==> config.mk <==
export PLATFORM = sky130hd
export DESIGN_NAME = fsfifo_wr_arbiter
export DESIGN_NICKNAME = d
export VERILOG_FILES = /design/src/rtl/fsfifo_wr_arbiter.sv
export SDC_FILE = /design/constraint.sdc
export NUM_CORES = 1
export LEC_CHECK = 0
export ABC_AREA = 1
export BUFFER_PORTS_ARGS = -buffer_cell sky130_fd_sc_hd__clkbuf_2
export CAP_MARGIN = 20
export CORE_MARGIN = 5
export CORE_UTILIZATION = 38
export CTS_BUF_LIST = sky130_fd_sc_hd__clkbuf_4 sky130_fd_sc_hd__clkbuf_8
export DETAILED_ROUTE_END_ITERATION = 7
export PLACE_DENSITY_LB_ADDON = 0.3
export SLEW_MARGIN = 40
export SYNTH_ARGS = -nofsm -noshare
export SYNTH_HDL_FRONTEND = slang
export SYNTH_SLANG_ARGS = --single-unit
==> constraint.sdc <==
create_clock -name clk_i -period 1.7 [get_ports clk_i]
set_input_delay 0.085 -clock clk_i [delete_from_list [all_inputs] [get_ports clk_i]]
set_output_delay 0.085 -clock clk_i [all_outputs]
set_load 0.01 [all_outputs]
==> src/rtl/fsfifo_wr_arbiter.sv <==
// Round-robin arbiter sharing one fsfifo write port between N_REQ producers.
// The owner streams up to MAX_BURST beats, tagged with its ID, then re-arbitrates.
module fsfifo_wr_arbiter #(
    parameter  int N_REQ     = 4,
    parameter  int WIDTH     = 32,
    parameter  int MAX_BURST = 4,
    localparam int ID_BITS   = $clog2(N_REQ)
) (
    input  logic                     clk_i,
    input  logic                     reset_ni,
    input  logic [N_REQ-1:0]         req_valid_i,
    input  logic [N_REQ*WIDTH-1:0]   req_data_i,
    output logic [N_REQ-1:0]         req_ready_o,
    input  logic                     fifo_full_i,
    output logic                     fifo_wr_o,
    output logic [ID_BITS+WIDTH-1:0] fifo_wr_data_o,
    output logic [N_REQ-1:0]         grant_o,
    output logic                     busy_o
);

    localparam int CNT_W = $clog2(MAX_BURST + 1);
    localparam logic [CNT_W-1:0]   LAST_BEAT = CNT_W'(MAX_BURST - 1);
    localparam logic [ID_BITS-1:0] LAST_ID   = ID_BITS'(N_REQ - 1);
    localparam logic [N_REQ-1:0]   ONE_HOT0  = N_REQ'(1);

    typedef enum logic {
        IDLE,
        BURST
    } state_t;

    state_t               r_state, w_state_nx;
    logic [ID_BITS-1:0]   r_owner, w_owner_nx;
    logic [ID_BITS-1:0]   r_last,  w_last_nx;
    logic [CNT_W-1:0]     r_cnt,   w_cnt_nx;
    logic [ID_BITS-1:0]   w_sel;
    logic                 w_found;
    logic                 w_busy;
    logic                 w_own_valid;
    logic [WIDTH-1:0]     w_own_data;

    // Descending scan so the nearest requester after r_last overwrites farther ones.
    always_comb begin
        logic [ID_BITS-1:0] idx;
        w_sel   = '0;
        w_found = 1'b0;
        for (int unsigned k = N_REQ; k >= 1; k--) begin
            idx = ID_BITS'((int'(r_last) + int'(k)) % N_REQ);
            if (req_valid_i[idx]) begin
                w_sel   = idx;
                w_found = 1'b1;
            end
        end
    end

    assign w_busy      = (r_state == BURST);
    assign w_own_valid = req_valid_i[r_owner];
    assign w_own_data  = req_data_i[r_owner*WIDTH +: WIDTH];

    always_comb begin
        grant_o        = '0;
        req_ready_o    = '0;
        fifo_wr_o      = 1'b0;
        fifo_wr_data_o = '0;
        busy_o         = w_busy;
        if (w_busy) begin
            grant_o = ONE_HOT0 << r_owner;
            if (!fifo_full_i) begin
                req_ready_o = ONE_HOT0 << r_owner;
            end
            fifo_wr_o = w_own_valid && !fifo_full_i;
            if (fifo_wr_o) begin
                fifo_wr_data_o = {r_owner, w_own_data};
            end
        end
    end

    always_comb begin
        w_state_nx = r_state;
        w_owner_nx = r_owner;
        w_last_nx  = r_last;
        w_cnt_nx   = r_cnt;
        case (r_state)
            IDLE: begin
                if (w_found) begin
                    w_state_nx = BURST;
                    w_owner_nx = w_sel;
                    w_cnt_nx   = '0;
                end
            end
            BURST: begin
                if (!w_own_valid) begin
                    w_state_nx = IDLE;
                    w_last_nx  = r_owner;
                    w_cnt_nx   = '0;
                end else if (!fifo_full_i) begin
                    if (r_cnt == LAST_BEAT) begin
                        w_state_nx = IDLE;
                        w_last_nx  = r_owner;
                        w_cnt_nx   = '0;
                    end else begin
                        w_cnt_nx = r_cnt + 1'b1;
                    end
                end
            end
            default: w_state_nx = IDLE;
        endcase
    end

    always_ff @(posedge clk_i or negedge reset_ni) begin
        if (!reset_ni) begin
            r_state <= IDLE;
            r_owner <= '0;
            r_last  <= LAST_ID;
            r_cnt   <= '0;
        end else begin
            r_state <= w_state_nx;
            r_owner <= w_owner_nx;
            r_last  <= w_last_nx;
            r_cnt   <= w_cnt_nx;
        end
    end

endmodule

==> impl_metrics.ini <==
[layout]
area_growth_pct = 63.2
drive_gt1_share_pct = 52.4
fin_cells = 550
finalNetCount = 620
antennaDiodeCount = 0
final-seq-area_um2 = 205
nFillCells = 469
multi_input_area_mm2 = 0.00151

[yosys]
yosysMostFrequentCell = nand2_1
synthFlopType = dfrtp_1
ys_seq_elements = 8
synthesis.nets = 437
synth-seq-area-share_pct = 10.8
yosysTopAreaCellShare_pct = 24.2
async_reset_ff_share_pct = 100
synth_area_leaders = a41oi_2 24%, nand2_1 23%, nand3_1 20%, dfrtp_1 8.0%, clkbuf_1 3.0%
synth_largest_area_cell = a41oi_2
syn_inst = 301
netlist_area_mm2 = 0.00188
ys_types = 22
synth-edff-count = 0
ys.warnings.count = 0
synth_commonest_cells = 114 x nand2_1, 77 x nand3_1, 28 x a41oi_2
syn_avg_cell_area_um2 = 6.25

[hold_path]
min_path_type = input port to asynchronous set/reset pin

[sta]
finalMaxSlewViolations = 0
finalCritPeriodShare_pct = 106
fmaxAchievable_ghz = 0.556
fin_worst_skew_ns = 0.00155
slew-limit-headroom_pct = 75.1
timing.final.crit_period_ns = 1.80
setup_viol = 32
setup_slack_ns = -0.0979
setup-tns-final_ns = -2.07
worst_pin_slew_ns = 0.374
rsz0062_at_grt = true
hold_viol_final = 0

[routing]
drt_iter0_drc = 111
routed_wl_um = 8580
num_vias = 2932
route.detailed.drc = 0
wl_per_cell_um = 15.6
antenna_left = 0
dr.pass1.iters = 4
vias_per_cell = 5.33

[worst_setup_path]
start_kind = flip-flop
max_stage_delay_ns = 0.49
required_ns = 1.62
worstSetupPathType = flip-flop to primary output
cp.arrival_ns = 1.71
crit_path_end_kind = primary output
path_buf_inv = 2
slowest_stage = dfrtp_2
crit_fanout = 13
cp_top_family = flip-flops
path_cells = nor2_8 -> nand2_2 -> nand4_2 -> nand3b_4 -> buf_12 -> a41oi_2 -> clkbuf_2

[power_and_ir_drop]
pwr_density_cell_mw_per_mm2 = 1370
ir_drop_uv = 682
power.leakage_nw = 1.54
total_power_w = 0.00421

[floorplanning]
initial_core_util_pct = 39.6
std_cell_rows = 25
ios = 179
die_area_mm2 = 0.00646
dieWidth_um = 80.3
die_h_um = 80.3
core_mm2 = 0.00475

[grt]
grt_pass1_wl_um = 12500
grt_use_total_pct = 24.0
grt_pass1_vias = 2672
grt_overflow_total = 0
grt_max_degree = 34
antenna_found_initial = 0

[cts]
cts_sinks = 8
path_clk_slew_ns = 0.04
cts_made_buffers = 3
clock_latency_ns = 0.23
clk_path_buf_depth = 2
cts_tree = done
cts_max_level = 1
cts_root_buffer = clkbuf_8

[flow_run]
cap_violations = 0

[status]
status = finished, violations left
violations = negative setup slack

[place]
numPortBuffers = 178
placedCellCount = 536
place_congestion = 0.851
hpwl_um = 6550
[worst register-to-register path: stages (launching register included)]
cell and delay (ns):
dfrtp_2 0.45, inv_4 0.12, nor2_8 0.05, nand2_2 0.07
nand4_2 0.11, buf_4 0.16, buf_4 0.12, buf_4 0.13
o21ai_0 0.10, nand2_1 0.16, nand2_1 0.11, o21ai_2 0.05
[path summary, 6_finish.rpt]
check	startpoint	endpoint	slack, ns	depth (start not counted)
setup / recovery	r_owner[0]$_DFFE_PN0P_	fifo_wr_data_o[15]	-0.1	7
hold / removal	reset_ni	r_cnt[1]$_DFFE_PN0P_	0.24	2
setup reg to reg	r_owner[1]$_DFFE_PN0P_	r_last[0]$_DFFE_PN1P_	0.01	11
hold reg to reg	r_cnt[1]$_DFFE_PN0P_	r_cnt[1]$_DFFE_PN0P_	0.50	2
max in group asynchronous	reset_ni	r_last[1]$_DFFE_PN1P_	1.20	2
min in group clk_i	fifo_full_i	r_cnt[0]$_DFFE_PN0P_	0.36	4
[cell type report]
class	instances	area share (%)
clock buffer	4	1.59
inverter	16	2.04
multi-input combinational	251	49.0
sequential	8	6.69
tap	67	2.73
timing repair buffer	204	37.9
[per-layer routing]
metal	global-route usage, %	vias up	part of all wire (%)
met1	30.6	1356	40
li1	-	1419	-
met4	4.90	0	0.82
met2	43.1	149	52
met3	2.80	8	7.3
met5	0	-	0
[timing repair]
item / CTS / global route
hold buffers: 1 / 0
cloned: 0 / 3
gates resized for setup: 3 / 20
setup buffers: 4 / 2
pin swaps: 0 / 3
endpoints found under the hold margin: 8 / 0
endpoints found under the setup margin: 35 / 44
[flip-flops by register name (all words and copies together) (netlist names)]
| register | flops |
|---|---|
| r_cnt | 3 |
| r_last | 2 |
| r_owner | 2 |
| busy_o | 1 |
[through the flow]
step | hold WS, ns | worst slack [ns] | utilization, % | area, µm²
final | 0.244 | -0.0979 | 64.6 | 3070
after global routing | 0.273 | -0.175 | 64.6 | 3070
after CTS | 0.245 | -0.0701 | 62.1 | 2950
after detailed placement | -0.0490 | 0.0615 | 60.1 | 2860
after global placement | -0.0547 | 0.113 | 60.1 | 2860
after floorplan | -0.211 | 0.213 | - | 1880
[cell families (layout without fill, tap and decap cells)]
logic type | after synthesis | count (layout) | share of synthesized area [%]
flip-flops | 8 | 8 | 10.8
AO/OA/AOI/OAI | 38 | 38 | 27.7
adder cells (fa/ha/maj) | 1 | 1 | 0.665
AND/OR/NAND/NOR | 212 | 212 | 50.4
buffers and inverters | 42 | 224 | 10.4
[placed cells by master (no fill, tap or decap), drive strengths merged]
master       instances
buf                 28
clkbuf             179
a41oi               32
nand3               77
nand2              114
dfstp                2
nor3                 4
nand3b               1
nor2                14
nand4                2
ha                   1
dfrtp                6
o21ai                6
inv                 16
dlygate4sd3          1
[report_power, final]
group          switching (W)  total, W  internal [W]  leakage (nW)
clock              0.0000833  0.000262      0.000179        0.0262
combinational        0.00216   0.00351       0.00136          1.41
sequential          0.000148  0.000433      0.000285        0.0957
Power figures use the tool's default switching activity.
